<file path="src/rtl/direction_pkg.sv">
// Shared types for the direction command path: direction codes, encoder FSM
// states and the push-button to direction mapping.
package direction_pkg;

  typedef enum logic [1:0] {
    DIR_FWD   = 2'b00,
    DIR_REV   = 2'b01,
    DIR_LEFT  = 2'b10,
    DIR_RIGHT = 2'b11
  } dir_t;

  typedef enum logic [1:0] {
    ST_IDLE,
    ST_DRIVE,
    ST_TAIL,
    ST_CONFLICT
  } state_t;

  localparam int NUM_KEYS = 4;

  // Key index -> direction, packed two bits per key with key 0 in the LSBs:
  // key 0 right, key 1 left, key 2 forward, key 3 reverse.
  localparam logic [2*NUM_KEYS-1:0] KEY_DIR_MAP = {DIR_REV, DIR_FWD, DIR_LEFT, DIR_RIGHT};

  function automatic dir_t key_dir(input logic [1:0] idx);
    return dir_t'(KEY_DIR_MAP[2*idx +: 2]);
  endfunction

  // Index of the lowest pressed key; only meaningful when exactly one is pressed.
  function automatic logic [1:0] first_key(input logic [NUM_KEYS-1:0] keys);
    logic [1:0] idx;
    idx = 2'd0;
    for (int i = NUM_KEYS - 1; i >= 0; i--) begin
      if (keys[i]) idx = 2'(i);
    end
    return idx;
  endfunction

endpackage

</file>
<file path="src/rtl/key_debouncer.sv">
// One push-button: 2-flop synchroniser with inversion to active-high, a
// consecutive-stable-cycle debounce counter and a one-cycle press pulse on
// each accepted release->press transition.
module key_debouncer #(
  parameter int DEBOUNCE_CYCLES = 500000
) (
  input  logic clk,
  input  logic reset,
  input  logic key_n,
  output logic level,
  output logic press
);

  localparam int CW = (DEBOUNCE_CYCLES < 2) ? 1 : $clog2(DEBOUNCE_CYCLES + 1);
  localparam logic [CW-1:0] CNT_LAST = CW'(DEBOUNCE_CYCLES - 1);

  logic [1:0]    sync;
  logic [CW-1:0] cnt;

  // Synchronise, then accept a new level only after it has held for DEBOUNCE_CYCLES cycles.
  always_ff @(posedge clk or posedge reset) begin
    // NOTE: every register here uses non-blocking assignment so all flops
    // sample the pre-edge values; blocking would collapse the synchroniser.
    if (reset) begin
      sync  <= '0;
      cnt   <= '0;
      level <= 1'b0;
      press <= 1'b0;
    end else begin
      sync  <= {sync[0], ~key_n};
      press <= 1'b0;
      if (sync[1] == level) begin
        // Any bounce back to the accepted level restarts the count.
        cnt <= '0;
      end else if (cnt == CNT_LAST) begin
        level <= sync[1];
        press <= sync[1];
        cnt   <= '0;
      end else begin
        // Stops at CNT_LAST, so the counter can never wrap.
        cnt <= cnt + 1'b1;
      end
    end
  end

endmodule

</file>
<file path="src/rtl/direction_cmd_encoder.sv">
// Turns four active-low push-buttons into a registered {enable, direc} command
// with a change strobe and a conflict flag.
// Optional build macro DIRECTION_LATCH_EN selects latch mode: a drive holds
// after release and a second press of the same key stops it (no tail).
module direction_cmd_encoder
  import direction_pkg::*;
#(
  parameter int DEBOUNCE_CYCLES = 500000,
  parameter int HOLD_CYCLES     = 5000000
) (
  input  logic       clk,
  input  logic       reset,
  input  logic [3:0] key_n,
  output logic       enable,
  output logic [1:0] direc,
  output logic       conflict,
  output logic       changed
);

  localparam int HW = (HOLD_CYCLES < 2) ? 1 : $clog2(HOLD_CYCLES + 1);
  localparam logic [HW-1:0] HOLD_LAST = HW'(HOLD_CYCLES - 1);
  localparam logic [HW-1:0] HOLD_MAX  = HW'(HOLD_CYCLES);

  logic [NUM_KEYS-1:0] level;
  logic [NUM_KEYS-1:0] press;

  for (genvar i = 0; i < NUM_KEYS; i++) begin : g_key
    key_debouncer #(
      .DEBOUNCE_CYCLES(DEBOUNCE_CYCLES)
    ) u_key (
      .clk  (clk),
      .reset(reset),
      .key_n(key_n[i]),
      .level(level[i]),
      .press(press[i])
    );
  end

  state_t        state_q, state_d;
  dir_t          dir_q, dir_d;
  logic          enable_d, conflict_d;
  logic [HW-1:0] hold_cnt;
  logic          hold_clr;

  logic          n_none, n_one, n_multi;
  logic [1:0]    key_idx;
  dir_t          key_code;
  logic          hold_expired;

  // Classify the stable key vector: none, exactly one, or several pressed.
  always_comb begin
    // NOTE: every combinational output gets a default first so no path leaves
    // it unassigned; otherwise synthesis infers a latch.
    n_none   = (level == '0);
    n_one    = !n_none && ((level & (level - 1'b1)) == '0);
    n_multi  = !n_none && !n_one;
    key_idx  = first_key(level);
    key_code = key_dir(key_idx);
  end

  assign hold_expired = (hold_cnt == HOLD_LAST);

  // State register plus the direction it commands.
  always_ff @(posedge clk or posedge reset) begin
    if (reset) begin
      state_q <= ST_IDLE;
      dir_q   <= DIR_FWD;
    end else begin
      state_q <= state_d;
      dir_q   <= dir_d;
    end
  end

  // Next state and next direction; direction only moves while driving.
  always_comb begin
    state_d  = state_q;
    dir_d    = dir_q;
    hold_clr = 1'b0;
    case (state_q)
      ST_IDLE: begin
        // IDLE is always entered with no keys down, so a single key appears
        // together with its press pulse; requiring the pulse also keeps a key
        // still held after a latch-mode stop from restarting the drive.
        if (n_multi) begin
          state_d = ST_CONFLICT;
        end else if (n_one && press[key_idx]) begin
          state_d = ST_DRIVE;
          dir_d   = key_code;
        end
      end
      ST_DRIVE: begin
`ifdef DIRECTION_LATCH_EN
        if (n_multi) begin
          state_d = ST_CONFLICT;
        end else if (n_one && press[key_idx]) begin
          if (key_code == dir_q) state_d = ST_IDLE;
          else                   dir_d   = key_code;
        end
`else
        if (n_multi) begin
          state_d = ST_CONFLICT;
        end else if (n_one) begin
          dir_d = key_code;
        end else begin
          state_d  = ST_TAIL;
          hold_clr = 1'b1;
        end
`endif
      end
      ST_TAIL: begin
        // A key arriving in the expiry cycle takes priority over the timeout.
        if (n_multi) begin
          state_d = ST_CONFLICT;
        end else if (n_one) begin
          state_d = ST_DRIVE;
          dir_d   = key_code;
        end else if (hold_expired) begin
          state_d = ST_IDLE;
        end
      end
      ST_CONFLICT: begin
        if (n_none) state_d = ST_IDLE;
      end
      default: state_d = ST_IDLE;
    endcase
  end

  // Output decode from the next state so outputs register on the same edge.
  always_comb begin
    enable_d   = (state_d == ST_DRIVE) || (state_d == ST_TAIL);
    conflict_d = (state_d == ST_CONFLICT);
  end

  // Registered outputs; the strobe compares against the value being replaced.
  always_ff @(posedge clk or posedge reset) begin
    if (reset) begin
      enable   <= 1'b0;
      conflict <= 1'b0;
      changed  <= 1'b0;
    end else begin
      enable   <= enable_d;
      conflict <= conflict_d;
      changed  <= ({enable_d, dir_d} != {enable, dir_q});
    end
  end

  assign direc = dir_q;

  // Hold timer: cleared on entry to TAIL, counts while in TAIL, saturates.
  always_ff @(posedge clk or posedge reset) begin
    if (reset) begin
      hold_cnt <= '0;
    end else if (hold_clr) begin
      hold_cnt <= '0;
    end else if (state_q == ST_TAIL && hold_cnt != HOLD_MAX) begin
      hold_cnt <= hold_cnt + 1'b1;
    end
  end

endmodule

</file>
<file path="config.mk">
export PLATFORM = sky130hd
export DESIGN_NAME = direction_cmd_encoder
export DESIGN_NICKNAME = d
export VERILOG_FILES = /design/src/rtl/direction_pkg.sv /design/src/rtl/key_debouncer.sv /design/src/rtl/direction_cmd_encoder.sv
export SDC_FILE = /design/constraint.sdc
export NUM_CORES = 1
export LEC_CHECK = 0
export BUFFER_PORTS_ARGS = -buffer_cell sky130_fd_sc_hd__buf_2
export CORE_ASPECT_RATIO = 0.75
export CORE_MARGIN = 4
export CORE_UTILIZATION = 45
export DETAILED_ROUTE_END_ITERATION = 16
export PLACE_DENSITY_LB_ADDON = 0.12
export SETUP_SLACK_MARGIN = 0.2
export SYNTH_ARGS = -nofsm -noshare
export SYNTH_HDL_FRONTEND = slang
export SYNTH_SLANG_ARGS = --single-unit
</file>
<file path="constraint.sdc">
create_clock -name clk -period 9.95 [get_ports clk]
set_input_delay 1.99 -clock clk [delete_from_list [all_inputs] [get_ports clk]]
set_output_delay 1.99 -clock clk [all_outputs]
set_load 0.02 [all_outputs]
</file>
== Word level (Yosys, flattened, before mapping) ==
Index checks and enable logic that the tools add are counted.
Widths: inputs -> output; s select.

* Register bits: 122
* Logic and storage cells: 113
* Input port bits: 6
* Output and inout bits: 5

* Eq/ne operators: 17
* Reductions and logical operators: 16
* Muxes and demuxes: 41
* Bitwise operators: 9
* $lt $le $gt $ge: 1
* Add/sub/neg operators: 6
* Shifts and indexed selects: 1

{| class="wikitable"
|+ Operator list
! operator !! count
|-
| $mux 19 || 8
|-
| $add 19x1->19 const B || 4
|-
| $eq 19x19->1 const B || 4
|-
| $mux 23 || 2
|-
| $mux 2 || 16
|-
| $add 23x1->23 const B || 1
|-
| $eq 23x23->1 const B || 1
|-
| $ne 23x23->1 const B || 1
|-
| $mux 1 || 12
|-
| $eq 2x2->1 const B || 4
|-
| $logic_not 4->1 || 2
|-
| $not 1->1 || 8
|-
| $pmux 2 s4 || 1
|-
| $reduce_and 2->1 || 4
|-
| $shiftx 8x4->2 const A || 1
|-
| $and 4x4->4 || 1
|-
| $eq 1x1->1 || 4
|-
| $eq 2x1->1 const B || 2
|-
| $logic_and 1x1->1 || 4
|-
| $pmux 2 s2 || 1
|-
| $sub 4x1->4 const B || 1
|-
| $lt 2x3->1 const B || 1
|-
| $ne 3x3->1 || 1
|-
| $bmux 1 s2 || 1
|-
| other kinds (5) || 6
|}

== Longest topological paths before layout ==
Gate-level depths: netlist (run 1).

* Word-level depth: 13
* Gate-level depth with buffers: 12
* Mapped depth without buffers: 11

== Cells and area by module ==
From an unflattened synthesis (run 1), not the netlist that was laid out.

* Cells, all modules: 656
* Area, all modules: 6651.4 µm²

{| class="wikitable"
|+ Modules (own cells, without submodules)
! module !! times used !! cells each !! sequential area each (µm²) !! area an instance (µm²)
|-
| key_debouncer || 4 || 109 || 575.6 || 1157.4
|-
| direction_cmd_encoder || 1 || 220 || 750.7 || 2021.9
|}

== Worst setup path before layout (run 1) ==
No wires, ideal clock.

* Kind: flip-flop to flip-flop
* From: register state_q[0]
* To: register changed
* Setup slack: 6944 ps
* Buffers on the path: 1
* Cell stages (with the launch flop): 12
* Data arrival time: 2867 ps
* Library setup time: 139 ps
* Required time: 9811 ps
* Cells stage by stage: dfrtp_1 > inv_1 > ha_1 > clkbuf_1 > o41ai_1 > or3_1 > a221oi_1 > ha_1 > xor2_1 > a21oi_1 > o41ai_1 > or4_1

* Elaborated cells on any way between the ends: 19
* Classes of those cells: 6 x eq/ne; 10 x mux; 3 x reduce/logical

{| class="wikitable"
|+ RTL lines
! what !! RTL line !! source
|-
| start, declared || direction_cmd_encoder.sv:39 || <nowiki>state_t state_q, state_d;</nowiki>
|-
| start signal, assigned || direction_cmd_encoder.sv:69 || <nowiki>state_q <= state_d;</nowiki>
|-
| $eq 2x2->1 (tied with other cells) || direction_cmd_encoder.sv:79 || <nowiki>case (state_q)</nowiki>
|-
| $pmux 2 s4 * || direction_cmd_encoder.sv:79 ||
|-
| net state_d[1] || direction_cmd_encoder.sv:39 ||
|-
| $eq 2x1->1 or $eq 2x2->1 (tied branches) || direction_cmd_encoder.sv:130 || <nowiki>enable_d = (state_d == ST_DRIVE) || (state_d == ST_TAIL);</nowiki>
|-
| $logic_or 1x1->1 * || direction_cmd_encoder.sv:130 ||
|-
| net enable_d || direction_cmd_encoder.sv:41 || <nowiki>logic enable_d, conflict_d;</nowiki>
|-
| $ne 3x3->1 * || direction_cmd_encoder.sv:143 || <nowiki>changed <= ({enable_d, dir_d} != {enable, dir_q});</nowiki>
|-
| end signal, assigned || direction_cmd_encoder.sv:143 ||
|-
| end, declared || direction_cmd_encoder.sv:17 || <nowiki>output logic changed</nowiki>
|}

The timed path passes the listed nets; every way through them passes the cells marked *.
A chain may end at the register's enable or synchronous reset.

== Worst setup path after layout (run 1) ==
Same ends and word-level chain as after synthesis.

==> results of run 1 <==
-- cell families (layout without fill, tap and decap cells) --
logic type | Yosys count | in the layout
buffers and inverters | 47 | 68
AND/OR/NAND/NOR | 305 | 305
multiplexers | 4 | 4
AO/OA/AOI/OAI | 74 | 74
XOR/XNOR | 79 | 79
adder cells (fa/ha/maj) | 12 | 12
flip-flops | 122 | 122
-- sequential cells by signal, summed over array words and instances, names as in the netlist --
| register | count |
|---|---|
| g_key.u_key.level | 4 |
| state_q | 2 |
| changed | 1 |
| hold_cnt | 23 |
| g_key.u_key.sync | 8 |
| g_key.u_key.cnt | 76 |
| g_key.u_key.press | 4 |
| direc | 2 |
| enable | 1 |
| conflict | 1 |
-- Yosys cell counts, drive strengths merged (9+ instances only) --
cell type	count	share of area, %
ha	11	2.2
o21ai	22	1.8
nand2	40	2.4
nor4	9	1.3
xor2	45	6.3
nand3	32	2.6
or3	14	1.4
inv	25	1.5
and3	20	2.0
nor3	18	1.4
nor2	105	6.3
nand4	21	2.2
xnor2	34	4.8
dfrtp	122	49
and4	11	1.5
buf	17	1.7
a21oi	25	2.0
-- critical path: stages (launching register included) --
cell      delay [ps]
dfrtp_1          400
inv_1            130
ha_1             430
o41ai_1          220
or3_1            400
a221oi_1         410
ha_1             320
xor2_1           170
a21oi_1          110
o41ai_1           70
or4_1            470
-- power by group through the flow --
stage          clock network, mW  registers (mW)  logic, mW
2_1_floorplan                  0           0.515     0.0201
3_3_place_gp                   0           0.515     0.0255
3_5_place_dp                   0           0.516     0.0264
4_1_cts                    0.584           0.507     0.0265
5_1_grt                    0.606           0.507     0.0303
6_report                   0.569           0.507     0.0250
-- cells in the final DEF, fill, tap and decap left out, drive strengths merged, types with 3 or more instances in the layout --
master / Yosys / final
dfrtp: 122 / 122
nor2: 105 / 105
xor2: 45 / 45
nand2: 40 / 40
xnor2: 34 / 34
nand3: 32 / 32
a21oi: 25 / 25
inv: 25 / 25
o21ai: 22 / 22
nand4: 21 / 21
and3: 20 / 20
clkbuf: 5 / 19
nor3: 18 / 18
or3: 14 / 14
buf: 17 / 12
and4: 11 / 11
ha: 11 / 11
nor4: 9 / 9
or4: 7 / 7
clkinv: 0 / 7
nand3b: 6 / 6
nor4b: 5 / 5
nor2b: 4 / 4
a21o: 4 / 4
clkinvlp: 0 / 4
or2: 4 / 4
o21bai: 3 / 3
o211ai: 3 / 3
mux2: 3 / 3
a31oi: 3 / 3
-- metrics by stage --
stage               util (%)  std cells  setup WS (ps)  area, um2
detailed placement      48.2        804           6380       6400
finish                  52.3        835           6680       6950
CTS                     52.3        835           6710       6950
global route            52.3        835           6510       6950
global placement        48.2        804           6420       6400
floorplan                  -        643           4720       6240
-- cell type report --
cell class              count  area [um2]
multi-input cells         474        2970
fillers                  1164        6340
well taps                 171         214
clock buffers              19         443
inverters                  25        96.3
clock inverters            12         103
flip-flops and latches    122        3050
repair buffers             12        65.1
-- final timing paths --
| path | start | cells after the start | endpoint | slack (ps) |
|---|---|---|---|---|
| worst max-delay path | state_q[0]$_DFF_PP0_ | 10 | changed$_DFF_PP0_ | 6680 |
| worst min-delay path | g_key[0].u_key.sync[0]$_DFF_PP0_ | 0 | g_key[0].u_key.sync[1]$_DFF_PP0_ | 350 |
| worst max register to register | state_q[0]$_DFF_PP0_ | 10 | changed$_DFF_PP0_ | 6680 |
| worst min register to register | g_key[0].u_key.sync[0]$_DFF_PP0_ | 0 | g_key[0].u_key.sync[1]$_DFF_PP0_ | 350 |
| max in group asynchronous | reset | 3 | state_q[1]$_DFF_PP0_ | 6950 |
| min in group asynchronous | reset | 2 | g_key[1].u_key.cnt[7]$_DFF_PP0_ | 1660 |
-- per-layer routing --
| layer | vias up | track usage [%] | share of wire (%) |
|---|---|---|---|
| met4 | 0 | 7.12 | 1.7 |
| met3 | 17 | 4.66 | 3.2 |
| met5 | - | 0 | 0 |
| met1 | 2218 | 22.5 | 50 |
| met2 | 52 | 26.2 | 45 |
| li1 | 2247 | - | - |
==> key figures, run 1 <==
Hold path
  – Hold Crit Class: reg -> reg

Clock tree
  – Setup Fix Bufs, Post-CTS: 0
  – Htree depth: 4
  – Post-cts resize count: 0
  – Clk Latency, worst-skew pair: 420 ps
  – Clock-pin slew on the worst setup and hold paths: 60 ps
  – Worst-case clock buffer depth: 2
  – Root buffer cell: clkbuf_16
  – CTS Sinks: 122
  – Num CTS Buffers: 17
  – Post-cts hold buffer count: 0
  – CTS tree: built

Global routing
  – Total global-route track usage: 16.9%
  – Initial antenna violation count: 0
  – Global-route wire length before repair: 21.1 mm
  – Total grt overflow: 0
  – Vias in the first global route: 4,516
  – Largest net degree at the start of global routing: 72

Timing
  – Tcrit/Tclk final: 32.8%
  – Final clock skew: 6.63 ps
  – Worst Tran Pin Value: 907 ps
  – WHS: 346 ps
  – Sum Neg Setup Slack: 0 ps
  – Slew Limit Fails: 0
  – RSZ-0062 raised after global routing: no
  – Final hold violations: 0
  – Period minus WS final: 3270 ps
  – Achievable Freq: 0.306 GHz
  – Final setup violating endpoints: 0
  – Max-Slew Margin vs Limit: 39.5%

Power and ir drop
  – Comb pwr share: 2.3%
  – Max IR drop VDD: 0.000121 V
  – Static leakage: 3.06 nW
  – Switching pwr: 0.247 mW
  – Power Dens Cells: 158 nW/um2
  – Clk pwr share: 51.7%
  – Post-route total power: 1.10 mW
  – Sequential share of power: 46.1%
  – Switching Fraction: 22.4%
  – Cell-internal power: 0.854 mW

Floorplanning
  – DIE AREA: 15,800 um2
  – IO Pins: 11
  – CORE AREA: 13,300 um2
  – Starting density of the core: 47.0%
  – Die height: 110 um
  – Row cnt: 36
  – Die Span X: 144 um

Route
  – Drt wl/cell: 14.4 um
  – First-pass DRT Iterations: 4
  – DRC viols: 0
  – First DRT Iteration DRCs: 232
  – Routed Antenna Nets: 0
  – Post-Route WL: 12.0 mm
  – Avg Vias per Cell: 5.43
  – Overall via count from detail_route: 4,534

Synth
  – Synth Area in XOR/XNOR: 11.1%
  – Post-synthesis simple-gate area fraction: 25.6%
  – Synth Area per Inst: 9.71 um2
  – Mapped Nets: 660
  – Unique cell type count in the Yosys netlist: 53
  – Ys async rst share: 100%
  – Compound-Gate Fraction of Synth Area: 7.92%
  – Yosys warns: 0
  – Sequential fraction of the synthesis area: 48.9%
  – Post-synthesis cell area: 6240 um2
  – Post-synth EDFFs: 0
  – Largest family of logic cells by synthesized area: simple AND/OR/NAND/NOR gates
  – Post-synthesis mux area share: 0.702%
  – Number of synthesized register bits: 122
  – Most used DFF post-synth: dfrtp_1
  – Adder-cell share of the synthesized area: 2.37%
  – Cells after Synth: 643

Flow run
  – Max Cap Viol: 0

Critical path
  – CP arrival: 3560 ps
  – CP required: 10,240 ps
  – Crit path capture type: flip-flop
  – Crit path max fanout: 11
  – CP Launch Type: flip-flop
  – WS Path Type: reg -> reg

Finish
  – Area Overhead vs Synth: 11.3%
  – Final net count: 669
  – Fraction of layout cells with a size suffix above 1: 8.89%
  – # diodes: 0

Status
  – Outcome: completed

Place
  – RD Place Congestion: 0.828
  – Dpl hpwl: 7.88 mm
  – # port buffers: 10
(Power assumes the default switching activity.)
==> run 2, diff against run 1 <==
==> constraint.sdc (replaced) <==
create_clock -name clk -period 3.41 [get_ports clk]
set_input_delay 0.682 -clock clk [delete_from_list [all_inputs] [get_ports clk]]
set_output_delay 0.682 -clock clk [all_outputs]
set_load 0.02 [all_outputs]
==> run 2 against run 1 <==
  * Clock skew about the same
  * Largest power group unchanged
  * Sequential share of layout area shrank 0.50 points
  * Clock-buffer cell count up 5
  * Worst hold slack lost 0.79 ps
  * Combinational power grew to 3.0 times the previous value
  * Fmax grew 6.9%
  * Clock power rose to 3.0 times the previous value
  * Flip-flop and latch count stayed put
  * Global-route usage down 0.76 points
  * Critical path type unchanged
  * Sequential power grew to 2.9 times the previous value
==> key figures, run 2 (synthesis gave the netlist of run 1 again) <==
Clock tree
  – Root buffer cell: clkbuf_16
  – Clk Latency, worst-skew pair: 410 ps
  – Worst-case clock buffer depth: 2
  – Clock-pin slew on the worst setup and hold paths: 50 ps
  – Htree depth: 4
  – Post-cts hold buffer count: 0
  – CTS Sinks: 122
  – Post-cts resize count: 0
  – CTS tree: built
  – Num CTS Buffers: 17
  – Setup Fix Bufs, Post-CTS: 0

Route
  – DR WL met3: 322 um
  – Avg Vias per Cell: 5.33
  – Overall via count from detail_route: 4,486
  – Routed Antenna Nets: 0
  – First-pass DRT Iterations: 4
  – Met2 routed WL: 5.17 mm
  – Met1 Wirelength: 6.08 mm
  – Uppermost layer routed: met4
  – Post-Route WL: 11.7 mm
  – Drt wl/cell: 13.9 um
  – First DRT Iteration DRCs: 166
  – DRC viols: 0

Place
  – Placed inst area: 6460 um2
  – RD Place Congestion: 0.815
  – Dpl hpwl: 7.75 mm
  – # port buffers: 10
  – Cell total after placement: 810
  – Pre-CTS setup slack: 398 ps

Hold path
  – Worst hold path startpoint: g_key[1].u_key.sync[0]$_DFF_PP0_
  – Hold Crit Class: reg -> reg

Floorplanning
  – Die Span X: 144 um
  – Die height: 110 um
  – Row cnt: 36
  – DIE AREA: 15,800 um2
  – Starting density of the core: 47.0%
  – CORE AREA: 13,300 um2
  – IO Pins: 11

Timing
  – WHS: 345 ps
  – RSZ-0062 raised after global routing: no
  – Slew Limit Fails: 0
  – Tcrit/Tclk final: 89.6%
  – Final clock skew: 6.62 ps
  – Final setup violating endpoints: 0
  – Period minus WS final: 3060 ps
  – Worst Tran Pin Value: 674 ps
  – Achievable Freq: 0.327 GHz
  – Final hold violations: 0
  – Max-Slew Margin vs Limit: 55.1%
  – Sum Neg Setup Slack: 0 ps
  – Final worst setup slack: 355 ps

Critical path
  – Setup crit start: hold_cnt[15]$_DFFE_PP0P_
  – CP arrival: 3330 ps
  – CP most frequent cell: o41ai_1
  – WS Path Type: reg -> reg
  – CP required: 3690 ps
  – Crit path max fanout: 7
  – Critical path's largest stage delay: 460 ps
  – Crit path capture type: flip-flop
  – CP max-delay cell: or4_1
  – R2R Path Start: hold_cnt[15]$_DFFE_PP0P_
  – Worst path cell trace: nor4_2, nand4_2, o41ai_1, or3_1, a221oi_1, ha_1, xor2_1, a21oi_1, o41ai_1, or4_1
  – CP Launch Type: flip-flop

Finish
  – Fraction of layout cells with a size suffix above 1: 9.55%
  – Cell area after layout: 7030 um2
  – Final net count: 675
  – Top reg by flops: g_key.u_key.cnt
  – Commonest non-fill, non-tap cell in the layout: dfrtp_1
  – Top flop regs: g_key.u_key.cnt x76, hold_cnt x23, g_key.u_key.sync x8
  – # diodes: 0
  – Filler cells: 1,178
  – Max reg flops: 76
  – Area Overhead vs Synth: 12.6%
  – Layout Cells excl Fill: 841
  – Most frequent cells in the layout: 122 x dfrtp_1, 105 x nor2_1, 45 x xor2_1

Global routing
  – Total grt overflow: 0
  – Largest net degree at the start of global routing: 77
  – Initial antenna violation count: 0
  – Total global-route track usage: 16.2%
  – Vias in the first global route: 4,313
  – Global-route wire length before repair: 20.5 mm

Status
  – Outcome: completed

Power and ir drop
  – Static leakage: 3.11 nW
  – Power Dens Cells: 464 nW/um2
  – Max IR drop VDD: 0.000304 V

Flow run
  – Max Cap Viol: 0
## run 2: changes by cell type in the layout (fill, tap and decap cells not counted)
cell	before	now
clkinv_2	5	4
buf_12	0	1
clkinvlp_4	4	3
buf_4	2	7
clkbuf_8	1	5
clkbuf_1	1	2
inv_4	1	0
clkinv_4	2	0
## run 2: final timing paths
path                                               endpoint  slack [ps]  cells after the start
setup / recovery                          changed$_DFF_PP0_         350                     10
setup reg to reg                          changed$_DFF_PP0_         350                     10
hold / removal             g_key[1].u_key.sync[1]$_DFF_PP0_         350                      0
min in group asynchronous  g_key[2].u_key.cnt[11]$_DFF_PP0_         400                      3
hold reg to reg            g_key[1].u_key.sync[1]$_DFF_PP0_         350                      0
max in group asynchronous          hold_cnt[15]$_DFFE_PP0P_        2520                      3
## run 2: through the flow
step	util [%]	power, mW
after global placement	48.6	1.58
after floorplan	-	1.56
after detailed placement	48.6	1.58
after CTS	52.9	3.29
after global routing	52.9	3.38
final	52.9	3.26
## run 2: per-layer routing
layer,up-vias,global-route usage (%)
met5,-,0
met4,0,4.77
met3,12,4.44
met2,45,24.0
met1,2164,23.3
li1,2265,-
## run 2: power by group
group / leakage, nW / internal (mW) / total (mW) / switching [mW]
clock network: 0.278 / 1.09 / 1.70 / 0.614
registers: 1.68 / 1.47 / 1.48 / 0.0134
logic: 1.15 / 0.0202 / 0.0754 / 0.0552
## run 2: critical path: cells and delay by family (launching register included)
| kind | cells | cell delay, ps |
|---|---|---|
| AOI/OAI and AO/OA | 4 | 720 |
| xor gates and xnor gates | 1 | 170 |
| adders and majority gates | 1 | 340 |
| DFF | 1 | 440 |
| and+or+nand+nor | 4 | 1270 |
## run 2: final cells by class
cell class                 count  area [um2]  share of cell area (%)
sequential                   122        3050                    43.4
multi-input combinational    474        2970                    42.3
clock buffer                  24         502                    7.14
tap                          171         214                    3.04
timing repair buffer          18         123                    1.75
inverter                      25        97.6                    1.39
clock inverter                 7        65.1                   0.926
